===== src/rtl/riscv_pkg.sv =====
// Shared types and helpers for the register dump engine.
package riscv_pkg;

  typedef enum logic [1:0] {
    IDLE = 2'd0,
    READ = 2'd1,
    SEND = 2'd2,
    CSUM = 2'd3
  } dump_state_t;

  localparam int DUMP_DATA_WIDTH = 32;
  localparam int BYTES_PER_WORD  = DUMP_DATA_WIDTH / 8;

  // Byte count of a register word of the given width.
  function automatic int bytes_per_word(input int dw);
    return dw / 8;
  endfunction

endpackage


===== src/rtl/riscv_word_serializer.sv =====
// Holds one register word and hands it out a byte at a time, LSB first.
module riscv_word_serializer
  import riscv_pkg::*;
#(
  parameter int DATA_WIDTH = 32
) (
  input  logic                  clk,
  input  logic                  rst,
  input  logic                  load,
  input  logic [DATA_WIDTH-1:0] word_in,
  input  logic                  advance,
  output logic [7:0]            byte_out,
  output logic                  last_byte
);

  localparam int BPW   = bytes_per_word(DATA_WIDTH);
  localparam int IDX_W = (BPW > 1) ? $clog2(BPW) : 1;

  logic [DATA_WIDTH-1:0] word_q, word_d;
  logic [IDX_W-1:0]      idx_q, idx_d;

  // Load restarts the word; each accepted byte shifts the next one into place.
  always_comb begin
    word_d = word_q;
    idx_d  = idx_q;
    if (load) begin
      word_d = word_in;
      idx_d  = '0;
    end else if (advance) begin
      word_d = word_q >> 8;
      idx_d  = idx_q + IDX_W'(1);
    end
  end

  // Shift register and byte index.
  always_ff @(posedge clk) begin
    if (rst) begin
      word_q <= '0;
      idx_q  <= '0;
    end else begin
      word_q <= word_d;
      idx_q  <= idx_d;
    end
  end

  assign byte_out  = word_q[7:0];
  assign last_byte = (idx_q == IDX_W'(BPW - 1));

endmodule


===== src/rtl/riscv_reg_dump.sv =====
// Walks the register file through one read port and streams every word
// LSB first, followed by an XOR checksum byte marked with out_last.
module riscv_reg_dump
  import riscv_pkg::*;
#(
  parameter int ADDR_WIDTH = 5,
  parameter int DATA_WIDTH = 32,
  parameter int REG_COUNT  = 32
) (
  input  logic                  clk,
  input  logic                  rst,
  input  logic                  start,
  output logic                  busy,
  output logic                  done,
  output logic [ADDR_WIDTH-1:0] rd_addr,
  input  logic [DATA_WIDTH-1:0] rd_data,
  output logic                  out_valid,
  input  logic                  out_ready,
  output logic [7:0]            out_data,
  output logic                  out_last
);

  dump_state_t           state_q, state_d;
  logic [ADDR_WIDTH-1:0] rd_addr_q, rd_addr_d;
  logic [7:0]            csum_q, csum_d;
  logic                  done_q, done_d;

  logic       ser_load, ser_adv, ser_last;
  logic [7:0] ser_byte;

  riscv_word_serializer #(.DATA_WIDTH(DATA_WIDTH)) u_ser (
    .clk      (clk),
    .rst      (rst),
    .load     (ser_load),
    .word_in  (rd_data),
    .advance  (ser_adv),
    .byte_out (ser_byte),
    .last_byte(ser_last)
  );

  // Next state, address walk, checksum and stream outputs. Valid and data
  // depend only on registered state so out_ready never reaches them.
  always_comb begin
    state_d   = state_q;
    rd_addr_d = rd_addr_q;
    csum_d    = csum_q;
    done_d    = 1'b0;
    ser_load  = 1'b0;
    ser_adv   = 1'b0;
    out_valid = 1'b0;
    out_last  = 1'b0;
    out_data  = 8'h00;
    unique case (state_q)
      IDLE: begin
        if (start) begin
          rd_addr_d = '0;
          csum_d    = 8'h00;
          state_d   = READ;
        end
      end
      READ: begin
        ser_load = 1'b1;
        state_d  = SEND;
      end
      SEND: begin
        out_valid = 1'b1;
        out_data  = ser_byte;
        if (out_ready) begin
          ser_adv = 1'b1;
          csum_d  = csum_q ^ ser_byte;
          if (ser_last) begin
            if (rd_addr_q == ADDR_WIDTH'(REG_COUNT - 1)) begin
              state_d = CSUM;
            end else begin
              rd_addr_d = rd_addr_q + ADDR_WIDTH'(1);
              state_d   = READ;
            end
          end
        end
      end
      CSUM: begin
        out_valid = 1'b1;
        out_data  = csum_q;
        out_last  = 1'b1;
        if (out_ready) begin
          state_d   = IDLE;
          done_d    = 1'b1;
          rd_addr_d = '0;
        end
      end
      default: state_d = IDLE;
    endcase
  end

  // State, address, checksum and done flops.
  always_ff @(posedge clk) begin
    if (rst) begin
      state_q   <= IDLE;
      rd_addr_q <= '0;
      csum_q    <= 8'h00;
      done_q    <= 1'b0;
    end else begin
      state_q   <= state_d;
      rd_addr_q <= rd_addr_d;
      csum_q    <= csum_d;
      done_q    <= done_d;
    end
  end

  assign busy    = (state_q != IDLE);
  assign done    = done_q;
  assign rd_addr = rd_addr_q;

endmodule


===== config.mk =====
export PLATFORM = sky130hd
export DESIGN_NAME = riscv_reg_dump
export DESIGN_NICKNAME = d
export VERILOG_FILES = /design/src/rtl/riscv_pkg.sv /design/src/rtl/riscv_word_serializer.sv /design/src/rtl/riscv_reg_dump.sv
export SDC_FILE = /design/constraint.sdc
export NUM_CORES = 1
export LEC_CHECK = 0
export ABC_AREA = 1
export BUFFER_PORTS_ARGS = -buffer_cell sky130_fd_sc_hd__clkbuf_2
export CORE_AREA = 2 2 95 97
export DETAILED_ROUTE_END_ITERATION = 10
export DIE_AREA = 0 0 97 99
export GPL_TIMING_DRIVEN = 1
export PLACE_DENSITY = 0.59
export SLEW_MARGIN = 10
export SYNTH_ARGS = -nofsm -noshare
export SYNTH_HDL_FRONTEND = slang
export SYNTH_HIERARCHICAL = 1
export SYNTH_SLANG_ARGS = --single-unit

===== constraint.sdc =====
create_clock -name clk -period 1.88 [get_ports clk]
set_input_delay 0.376 -clock clk [delete_from_list [all_inputs] [get_ports clk]]
set_output_delay 0.376 -clock clk [all_outputs]
set_load 0.02 [all_outputs]

Yosys cells after proc, flatten, opt, wreduce, memory -nomap -nowiden
Index checks and enable logic that the tools add are counted.
{"block": "word_totals", "register_bits": 50, "inputBits": 36, "output_inout_bits": 17, "wordCells": 54}
{"block": "op_classes", "n_addsub": 2, "eq_ne": 10, "mux": 23, "n_bitwise": 2, "reduce_logical": 11}
{"operator": "$mux 32", "count": 2}
{"operator": "$pmux 8 s2", "count": 2}
{"operator": "$mux 5", "count": 5}
{"operator": "$mux 8", "count": 2}
{"operator": "$pmux 5 s3", "count": 1}
{"operator": "$mux 2", "count": 5}
{"operator": "$ne 2x2->1 const B", "count": 5}
{"operator": "$pmux 2 s4", "count": 1}
{"operator": "$xor 8x8->8", "count": 1}
{"operator": "$eq 2x2->1 const B", "count": 3}
{"operator": "$reduce_and 6->1", "count": 1}
{"operator": "$reduce_bool 2->1", "count": 3}
{"operator": "$reduce_or 2->1", "count": 3}
{"operator": "$add 5x1->5 const B", "count": 1}
{"operator": "$eq 5x5->1 const B", "count": 1}
{"operator": "$mux 1", "count": 5}
{"operator": "$reduce_and 4->1", "count": 1}
{"operator": "$reduce_and 3->1", "count": 1}
{"operator": "$reduce_bool 3->1", "count": 1}
{"operator": "$add 2x1->2 const B", "count": 1}
{"operator": "$eq 2x1->1 const B", "count": 1}
{"operator": "$logic_not 2->1", "count": 1}
{"operator": "$not 1->1", "count": 1}

Longest topological paths before layout
Gate-level depths: netlist of the first run.
{"block": "depth", "word_depth": 5, "mapped_depth": 13, "depth_no_buf": 11}

Hierarchy
Netlist of the first run, hierarchy kept.
{"module": "riscv_word_serializer", "instances": 1, "cells_each": 248, "area_each_um2": 1676.6, "seq_area_each_um2": 680.7}
{"module": "riscv_reg_dump", "instances": 1, "cells_each": 150, "area_each_um2": 1012.2, "seq_area_each_um2": 320.3}

Least setup slack after synthesis of the first run
OpenSTA, ideal clock, no wires.
{"block": "synth_timing", "kind": "register to output", "start": "register state_q[0]", "end": "output port out_data[3]", "arrival_ns": 1.272, "required_time_ns": 1.504, "setup_slack_ns": 0.232, "path_stages_with_launch": 5, "path_buffers": 1, "path_cell_list": "dfxtp_1 ha_1 buf_4 inv_1 o22ai_1"}
{"block": "synth_between", "elab_chain_cells": 2}
{"item": "from (decl)", "line_no": "riscv_reg_dump.sv:23", "text": "dump_state_t state_q, state_d;"}
{"item": "from (signal assigned)", "line_no": "riscv_reg_dump.sv:103", "text": "state_q <= state_d;"}
{"item": "$eq 2x2->1", "line_no": "riscv_reg_dump.sv:53", "text": "unique case (state_q)"}
{"item": "$pmux 8 s2 (*)", "line_no": "riscv_reg_dump.sv:53"}
{"item": "to (decl)", "line_no": "riscv_reg_dump.sv:19", "text": "output logic [7:0] out_data,"}
Mark *: on every way between the ends. The rest lies on a longest branch, timed or not.

Final worst setup path of the first run
{"block": "layout_timing", "start": "register state_q[0]", "end": "output port out_data[6]"}
The elaborated chain is that of the path after synthesis.

==> results of run 1 <==
[critical path, stage by stage (launching register included)]
cell      delay [ns]
dfxtp_4         0.39
inv_1           0.07
ha_2            0.21
buf_2           0.15
a22o_1          0.19
clkbuf_2        0.15
[cell usage in the layout, fill, tap and decap left out, drive strengths merged, types with 2 or more instances in the layout]
master  instances
nor2           19
ha              7
nand2         150
a21oi          35
o21ai           4
dfxtp          50
clkbuf         56
a22o            6
o22ai           2
nand3          41
inv            52
buf            10
[worst paths after layout]
check                                   to  slack [ns]
min          u_ser/word_q[25]$_SDFFE_PP0P_        0.29
max reg2reg         csum_q[0]$_SDFFE_PP0P_        0.15
min reg2reg  u_ser/word_q[17]$_SDFFE_PP0P_        0.47
max                            out_data[6]        0.05
[kinds of logic (layout without fill, tap and decap cells)]
family / count (synthesis) / after routing
AOI/OAI and AO/OA: 48 / 48
xor gates and xnor gates: 1 / 1
adders and majority gates: 7 / 7
buffers and inverters: 80 / 120
DFF: 50 / 50
and+or+nand+nor: 212 / 212
[layout make-up]
cell class,instances,share of cell area
Clock buffer,6,0.0270
Multi-Input combinational cell,268,0.423
Inverter,52,0.0655
Tap cell,108,0.0442
Clock inverter,2,0.00409
Timing Repair Buffer,60,0.107
Sequential cell,50,0.329
[state kept, by name (all words and copies together), names as in the netlist]
signal / cells
u_ser/word_q: 32
state_q: 2
u_ser/idx_q: 2
csum_q: 8
rd_addr: 5
done: 1
[metal layers]
metal,vias up,routed length (um),global-route usage,share of wire
li1,1311,-,-,-
met1,1089,3060,0.177,0.51
met2,52,2650,0.200,0.44
met3,4,288,0.0255,0.048
met4,0,58,0.0358,0.0096
met5,-,0,0,0
[power groups by stage]
| stage | Clock, mW | Combinational, mW | Sequential (mW) |
|---|---|---|---|
| after floorplan | 0 | 1.33 | 1.40 |
| after global placement | 0 | 1.41 | 1.44 |
| after detailed placement | 0 | 1.43 | 1.45 |
| after CTS | 0.692 | 1.46 | 1.42 |
| after global routing | 0.733 | 1.65 | 1.47 |
| final | 0.667 | 1.45 | 1.44 |
[metrics by stage]
stage	hold WS [ns]	utilization
2_1_floorplan	0.439	-
3_3_place_gp	0.450	0.339
4_1_cts	0.285	0.353
6_report	0.293	0.358
3_5_place_dp	0.454	0.339
5_1_grt	0.282	0.358
[timing repair]
action                     in CTS  in global routing
buffers inserted                2                  0
gates cloned                    0                  1
setup endpoints to repair       9                  9
resized for setup               4                  9
==> results.json, run 1 <==
{
  "initial_core_util": 0.314,
  "p_sw_mw": 1.48,
  "clock_path_buffers": 2,
  "holdPathStages": 3,
  "yosys.area_share.simple": 0.329,
  "dpl_cell_area_sq_um": 2900,
  "ant_nets": 0,
  "endpoint_kind": "output port",
  "die_x_um": 97,
  "synthesis.area_sq_um": 2690,
  "finalMaxSlewViolations": 0,
  "clkSinkCount": 50,
  "core_sq_um": 8550,
  "wl_um": 6060,
  "drt_iter0_markers": 63,
  "vias": 2456,
  "synth-compound-area-share": 0.107,
  "synth.top_cell.area_share": 0.372,
  "drive_gt1_frac": 0.196,
  "cts_tree": "done",
  "clock.fmax_ghz": 0.546,
  "grt_max_degree": 33,
  "row_count": 34,
  "fill_cells": 962,
  "instances_no_fill": 546,
  "finish.net_count": 480,
  "synth_commonest_cells": "nand2_1 (149), dfxtp_1 (50), inv_1 (49)",
  "syn2layout_area_growth_pct": 13.7,
  "synth_edf_count": 0,
  "cp.arrival_ns": 1.46,
  "finalWorstSetupSlack_ns": 0.0476,
  "power.density_nw_per_um2": 1160,
  "synth_area_leaders": "dfxtp_1 (37%), nand2_1 (21%), nand3_1 (7.3%)",
  "grt_pass1_wl_um": 10200,
  "portBuffers": 52,
  "dieArea_sq_um": 9600,
  "clock_latency_ns": 0.30,
  "fin_crit_ns": 1.83,
  "crit_start": "state_q[0]$_SDFFE_PP0P_",
  "synth_top_family_by_area": "simple AND/OR/NAND/NOR gates",
  "hold_path.class": "in -> reg",
  "ys_seq_elements": 50,
  "hold_viol": 0,
  "final-setup-viol-count": 0,
  "cts_hold_buf": 0,
  "reg2reg_from": "state_q[0]$_SDFFE_PP0P_",
  "worst_pin_slew_ns": 0.446,
  "final_area_sq_um": 3060,
  "dp_slack_ns": 0.221,
  "synthXorXnorAreaFrac": 0.00326,
  "reg2reg_depth": 10,
  "hold_start": "rd_data[25]",
  "ys_warn_count": 6,
  "critPathLaunchType": "register",
  "drv_cap": 0,
  "critPathMaxFanout": 5,
  "ys_async_sr_fraction": 0,
  "syn_nets": 441,
  "multi_input_area_sq_um": 1290,
  "place_inst": 535,
  "grt-ovfl-total": 0,
  "p_comb_frac": 0.409,
  "total_power_mw": 3.56,
  "fin_tns_setup_ns": 0,
  "avgSynthCellArea_sq_um": 6.76,
  "post_drt_wl_per_cell_um": 11.1,
  "period_share": 0.975,
  "sw_frac_of_total": 0.417,
  "antenna_found_initial": 0,
  "drt_pre_antenna_iters": 4,
  "maxSlewHeadroom": 0.702,
  "status": "finished clean",
  "p_leak_nw": 1.51,
  "htree_levels": 2,
  "critPathKind": "reg -> out",
  "power.internal_mw": 2.07,
  "grt_pass1_vias": 2207,
  "ys_seq_area_frac": 0.372,
  "hpwlAfterDp_um": 4190,
  "yosysMostFrequentCell": "nand2_1",
  "clk_pin_slew_ns": 0.10,
  "antenna_cells": 0,
  "gp_congestion": 0.752,
  "synth_cell_types": 25,
  "synth_mux_area_frac": 0,
  "syn_inst": 398,
  "via_per_inst": 4.50,
  "crit_required_ns": 1.50,
  "yosys.area.top_type": "dfxtp_1",
  "skew_ns": 0.00522,
  "grt.total_usage": 0.127,
  "synthAdderAreaFrac": 0.0326,
  "clk_root_buffer_cell": "clkbuf_8",
  "synth_ff_type": "dfxtp_1",
  "cts_made_buffers": 5,
  "ioPinCount": 53,
  "clockPowerShare": 0.188,
  "seqCellArea_sq_um": 1010,
  "ir_drop_v": 0.000585,
  "drc": 0,
  "die_h_um": 99,
  "pwr-share-seq": 0.404
}
No activity file was read; power rests on OpenSTA's default activity.
==> inputs of run 2 (changes only) <==
--- a/config.mk
+++ b/config.mk
@@ -7,11 +7,12 @@
 export LEC_CHECK = 0
 export ABC_AREA = 1
 export BUFFER_PORTS_ARGS = -buffer_cell sky130_fd_sc_hd__clkbuf_2
-export CORE_AREA = 2 2 95 97
+export CORE_AREA = 2 2 91 93
 export DETAILED_ROUTE_END_ITERATION = 10
-export DIE_AREA = 0 0 97 99
-export GPL_TIMING_DRIVEN = 1
-export PLACE_DENSITY = 0.59
+export DIE_AREA = 0 0 93 95
+export GPL_TIMING_DRIVEN = 0
+export PLACE_DENSITY = 0.63
+export REMOVE_ABC_BUFFERS = 1
 export SLEW_MARGIN = 10
 export SYNTH_ARGS = -nofsm -noshare
 export SYNTH_HDL_FRONTEND = slang
==> run 2 against run 1 <==
Count of clock-buffer cells in the layout fell by 1. Hold slack got worse by 0.013 ns. Global-route usage rose by 2.0 points. Critical path depth fell by 1. Setup slack got worse by 0.0037 ns. Die area fell by 8.0%. Final area rose by 4.0%.
==> results.json, run 2 (synthesized netlist as in run 1, its figures left out) <==
{
  "status": "finished clean",
  "critPathMaxFanout": 9,
  "grt_pass1_wl_um": 10400,
  "critPathLaunchType": "register",
  "slowest_stage": "dfxtp_2",
  "wl_um": 6410,
  "critPathKind": "reg -> out",
  "cts_made_buffers": 5,
  "endpoint_kind": "output port",
  "antenna_cells": 0,
  "syn2layout_area_growth_pct": 18.3,
  "clock_path_buffers": 2,
  "final_cell_mix": "nand2_1 (149), clkbuf_2 (50), inv_1 (47), dfxtp_1 (47), nand3_1 (39)",
  "gp_congestion": 0.764,
  "grt.total_usage": 0.147,
  "finish.net_count": 486,
  "rrSetupSlack_ns": 0.15,
  "portBuffers": 52,
  "rsz0062_at_grt": "false",
  "post_drt_wl_per_cell_um": 11.7,
  "ir_drop_v": 0.000571,
  "final-setup-viol-count": 0,
  "hold_viol": 0,
  "htree_levels": 2,
  "fin_crit_ns": 1.84,
  "vias": 2561,
  "drv_cap": 0,
  "p_leak_nw": 1.55,
  "hold_start": "rd_data[29]",
  "crit_start": "state_q[1]$_SDFFE_PP0P_",
  "clkSinkCount": 50,
  "holdPathStages": 3,
  "max_stage_delay_ns": 0.41,
  "power.density_nw_per_um2": 1230,
  "skew_ns": 0.0149,
  "row_count": 33,
  "finalMaxSlewViolations": 0,
  "clk_pin_slew_ns": 0.11,
  "multi_input_area_sq_um": 1340,
  "post-route-util": 0.401,
  "fill_cells": 852,
  "total_power_mw": 3.91,
  "grt_max_degree": 36,
  "clock.fmax_ghz": 0.545,
  "drt_pre_antenna_iters": 4,
  "crit_required_ns": 1.50,
  "core_sq_um": 7930,
  "drive_gt1_frac": 0.216,
  "die_h_um": 95,
  "seqCellArea_sq_um": 1010,
  "hpwlAfterDp_um": 3900,
  "cts_tree": "done",
  "reg2reg_from": "state_q[0]$_SDFFE_PP0P_",
  "drt_iter0_markers": 55,
  "period_share": 0.977,
  "clock_latency_ns": 0.31,
  "maxSlewHeadroom": 0.551,
  "ioPinCount": 53,
  "dieArea_sq_um": 8840,
  "worst_pin_slew_ns": 0.674,
  "initial_core_util": 0.339,
  "largest_reg_flops": 32,
  "hold_path.class": "in -> reg",
  "drc": 0,
  "clk_root_buffer_cell": "clkbuf_8",
  "final_common_cell": "nand2_1",
  "cp.arrival_ns": 1.46,
  "crit_path_cell_trace": "ha_4 > inv_1 > o22ai_1 > clkbuf_2",
  "antenna_found_initial": 0,
  "largest-register": "u_ser/word_q",
  "cts_hold_buf": 0,
  "die_x_um": 93,
  "reg2reg_depth": 11,
  "ant_nets": 0,
  "via_per_inst": 4.66,
  "grt-ovfl-total": 0,
  "grt_pass1_vias": 2265
}
[run 2: cell types whose count changed in the layout (fill, tap and decap cells not counted), moves of 2 or more]
| cell | delta |
|---|---|
| buf_12 | +2 |
| inv_1 | -2 |
| nor2_4 | +2 |
| ha_4 | +2 |
[run 2: final cells by class]
type                    count  area share
repair buffers             63       0.119
well taps                 105      0.0413
repair inverters            1     0.00236
inverters                  52      0.0641
clock inverters             3      0.0149
multi-input cells         270       0.420
clock buffers               5      0.0216
flip-flops and latches     50       0.317
[run 2: path summary, 6_finish.rpt]
path | end
min reg2reg | u_ser/word_q[25]$_SDFFE_PP0P_
min | u_ser/word_q[29]$_SDFFE_PP0P_
max | out_data[4]
max reg2reg | u_ser/word_q[0]$_SDFFE_PP0P_
[run 2: metrics by stage]
step,area (sq um),std cells,worst slack [ns],hold WS (ns),setup TNS (ns)
floorplan,2470,370,-0.147,0.435,-3.09
global placement,2860,527,-0.743,0.449,-23.91
detailed placement,2860,527,-0.752,0.453,-24.66
CTS,3130,546,0.0311,0.275,0
global route,3180,549,0.00466,0.288,0
finish,3180,549,0.0439,0.280,0
[run 2: routing by layer]
| layer | wire [um] | global-route usage | vias up |
|---|---|---|---|
| li1 | - | - | 1323 |
| met5 | 0 | 0 | - |
| met1 | 2980 | 0.191 | 1152 |
| met2 | 3050 | 0.246 | 75 |
| met4 | 87 | 0.0478 | 0 |
| met3 | 289 | 0.0295 | 11 |
[run 2: repair_timing]
item                       4_1_cts  5_1_grt
setup buffers                    9        2
cloned                           2        1
gates resized for setup         12        4
setup endpoints to repair       56       30
pin swaps                        2        3
[run 2: worst max-delay path, delay by kind of cell, from the launching register on]
kind / cells / cell delay [ns]
fa+ha+maj: 1 / 0.22
flops: 1 / 0.41
compound gates: 1 / 0.19
buf+inv: 2 / 0.32
[run 2: power by group]
part | internal, mW | switching [mW]
logic | 0.598 | 1.07
registers | 1.29 | 0.153
clock network | 0.404 | 0.397
==> inputs of run 3 (changes only) <==
--- a/config.mk
+++ b/config.mk
@@ -11,7 +11,7 @@
 export DETAILED_ROUTE_END_ITERATION = 10
 export DIE_AREA = 0 0 93 95
 export GPL_TIMING_DRIVEN = 0
-export PLACE_DENSITY = 0.63
+export PLACE_DENSITY = 0.65
 export REMOVE_ABC_BUFFERS = 1
 export SLEW_MARGIN = 10
 export SYNTH_ARGS = -nofsm -noshare
==> constraint.sdc (replaced) <==
create_clock -name clk -period 1.5 [get_ports clk]
set_input_delay 0.15 -clock clk [delete_from_list [all_inputs] [get_ports clk]]
set_output_delay 0.15 -clock clk [all_outputs]
set_load 0.02 [all_outputs]
==> run 3 against run 2 <==
The run now ends with negative setup slack left. Combinational power rose by 57%. Critical path depth rose by 1. Utilization grew 4.6 points. Highest routed layer unchanged.
==> results.json, run 3 (synthesized netlist as in run 1, its figures left out) <==
{
  "final_cell_mix": "nand2_1 (137), dfxtp_1 (46), clkbuf_2 (43), inv_1 (42), nand3_1 (33)",
  "skew_ns": 0.0165,
  "crit_path_cell_trace": "buf_4 > ha_4 > buf_4 > buf_4 > clkbuf_2",
  "max_stage_delay_ns": 0.38,
  "power.density_nw_per_um2": 1490,
  "cts_tree": "done",
  "vias": 2598,
  "grt.total_usage": 0.159,
  "critPathTopFamily": "buffers and inverters",
  "dp_slack_ns": -1.12,
  "via_per_inst": 4.60,
  "endpoint": "out_last",
  "portBuffers": 52,
  "largest_reg_flops": 32,
  "htree_levels": 2,
  "cts_made_buffers": 5,
  "dieArea_sq_um": 8840,
  "drt_iter0_markers": 101,
  "row_count": 33,
  "rrSetupSlack_ns": -0.04,
  "path_depth": 5,
  "clkSinkCount": 50,
  "critPathLaunchType": "register",
  "drc": 0,
  "hold_path.class": "in -> reg",
  "period_share": 1.05,
  "hpwlAfterDp_um": 3910,
  "gp_congestion": 0.755,
  "r2r_end": "u_ser/word_q[1]$_SDFFE_PP0P_",
  "syn2layout_area_growth_pct": 31.7,
  "ant_nets": 0,
  "grt_pass1_wl_um": 11100,
  "core_sq_um": 7930,
  "finalMaxSlewViolations": 0,
  "clk_root_buffer_cell": "clkbuf_8",
  "final_common_cell": "nand2_1",
  "rsz0062_at_grt": "true",
  "grt-ovfl-total": 0,
  "wl_um": 6770,
  "clock_path_buffers": 2,
  "largest-register": "u_ser/word_q",
  "initial_core_util": 0.339,
  "p_leak_nw": 1.69,
  "post_drt_wl_per_cell_um": 12.0,
  "reg2reg_from": "state_q[0]$_SDFFE_PP0P_",
  "critPathMaxFanout": 9,
  "worst-path-buf-inv": 4,
  "grt_pass1_vias": 2349,
  "finalWorstSetupSlack_ns": -0.0767,
  "status": "finished, violations left",
  "crit_start": "state_q[0]$_SDFFE_PP0P_",
  "endpoint_kind": "output port",
  "die_h_um": 95,
  "cp_common_cell": "buf_4",
  "die_x_um": 93,
  "slowest_stage": "dfxtp_4",
  "cp.arrival_ns": 1.43,
  "finish.net_count": 502,
  "reg2reg_depth": 10,
  "drt_pre_antenna_iters": 4,
  "fin_crit_ns": 1.58,
  "final-setup-viol-count": 21,
  "maxSlewHeadroom": 0.547,
  "hold_viol": 0,
  "crit_required_ns": 1.35,
  "violations": "negative setup slack",
  "ir_drop_v": 0.000675,
  "worst_pin_slew_ns": 0.680,
  "clock_latency_ns": 0.31,
  "critPathKind": "reg -> out",
  "ioPinCount": 53,
  "antenna_cells": 0,
  "grt_max_degree": 30,
  "drv_cap": 0,
  "antenna_found_initial": 0,
  "cts_hold_buf": 0,
  "clock.fmax_ghz": 0.634,
  "total_power_mw": 5.27,
  "drive_gt1_frac": 0.313,
  "clk_pin_slew_ns": 0.10
}
==> run 3: cell count changes in the layout (fill, tap and decap cells not counted), sizes merged <==
cell      before  now
bufinv         1    0
clkinvlp       2    3
inv           52   51
clkbuf        56   51
buf           12   34
==> run 3: how the worst min path moves through the flow <==
| stage | start | endpoint | slack [ns] | depth (start not counted) |
|---|---|---|---|---|
| after floorplan | rst | u_ser/word_q[11]$_SDFFE_PP0P_ | 0.21 | 1 |
| after global placement | rd_data[25] | u_ser/word_q[25]$_SDFFE_PP0P_ | 0.38 | 3 |
| after detailed placement | rd_data[25] | u_ser/word_q[25]$_SDFFE_PP0P_ | 0.38 | 3 |
| after CTS | rd_data[25] | u_ser/word_q[25]$_SDFFE_PP0P_ | 0.04 | 3 |
| after global routing | rd_data[31] | u_ser/word_q[31]$_SDFFE_PP0P_ | 0.06 | 3 |
| final | rd_data[31] | u_ser/word_q[31]$_SDFFE_PP0P_ | 0.06 | 3 |
==> run 3: cell type report <==
cell class,instances,area (sq um)
fillers,831,4390
repair buffers,79,606
clock inverters,2,12.5
well taps,105,131
flip-flops and latches,50,1010
repair inverters,1,7.51
inverters,52,219
multi-input cells,270,1470
clock buffers,6,82.6
==> run 3: repair_timing <==
action,4_1_cts,5_1_grt
endpoints found under the setup margin,60,57
cloned,4,0
pin swaps,14,19
resized for setup,46,43
setup buffers,17,9
==> run 3: metal layers <==
layer  wire length (um)  global-route usage  share of wire
met3                314              0.0303          0.046
met1               3010               0.204           0.44
met5                  0                   0              0
met2               3340               0.267           0.49
met4                107              0.0551          0.016
==> run 3: where the power goes <==
part           internal (mW)  switching, mW
clock                  0.372          0.462
combinational           1.08           1.54
sequential              1.62          0.202
total                   3.07           2.20
==> run 3: stage by stage <==
stage	area (sq um)	TNS (ns)	cells	hold slack, ns	utilization
floorplan	2470	-16.95	370	0.212	-
global placement	2860	-41.31	527	0.380	0.361
detailed placement	2860	-43.54	527	0.382	0.361
CTS	3340	-0.774	556	0.0449	0.421
global route	3540	-3.67	565	0.0577	0.447
finish	3540	-0.686	565	0.0571	0.447
==> run 3: worst register-to-register path, delay by kind of cell, from the launching register on <==
kind	cells	cell delay [ns]
buffers and inverters	4	0.34
flip-flops	1	0.39
AND/OR/NAND/NOR	5	0.57
adder cells (fa/ha/maj)	1	0.19
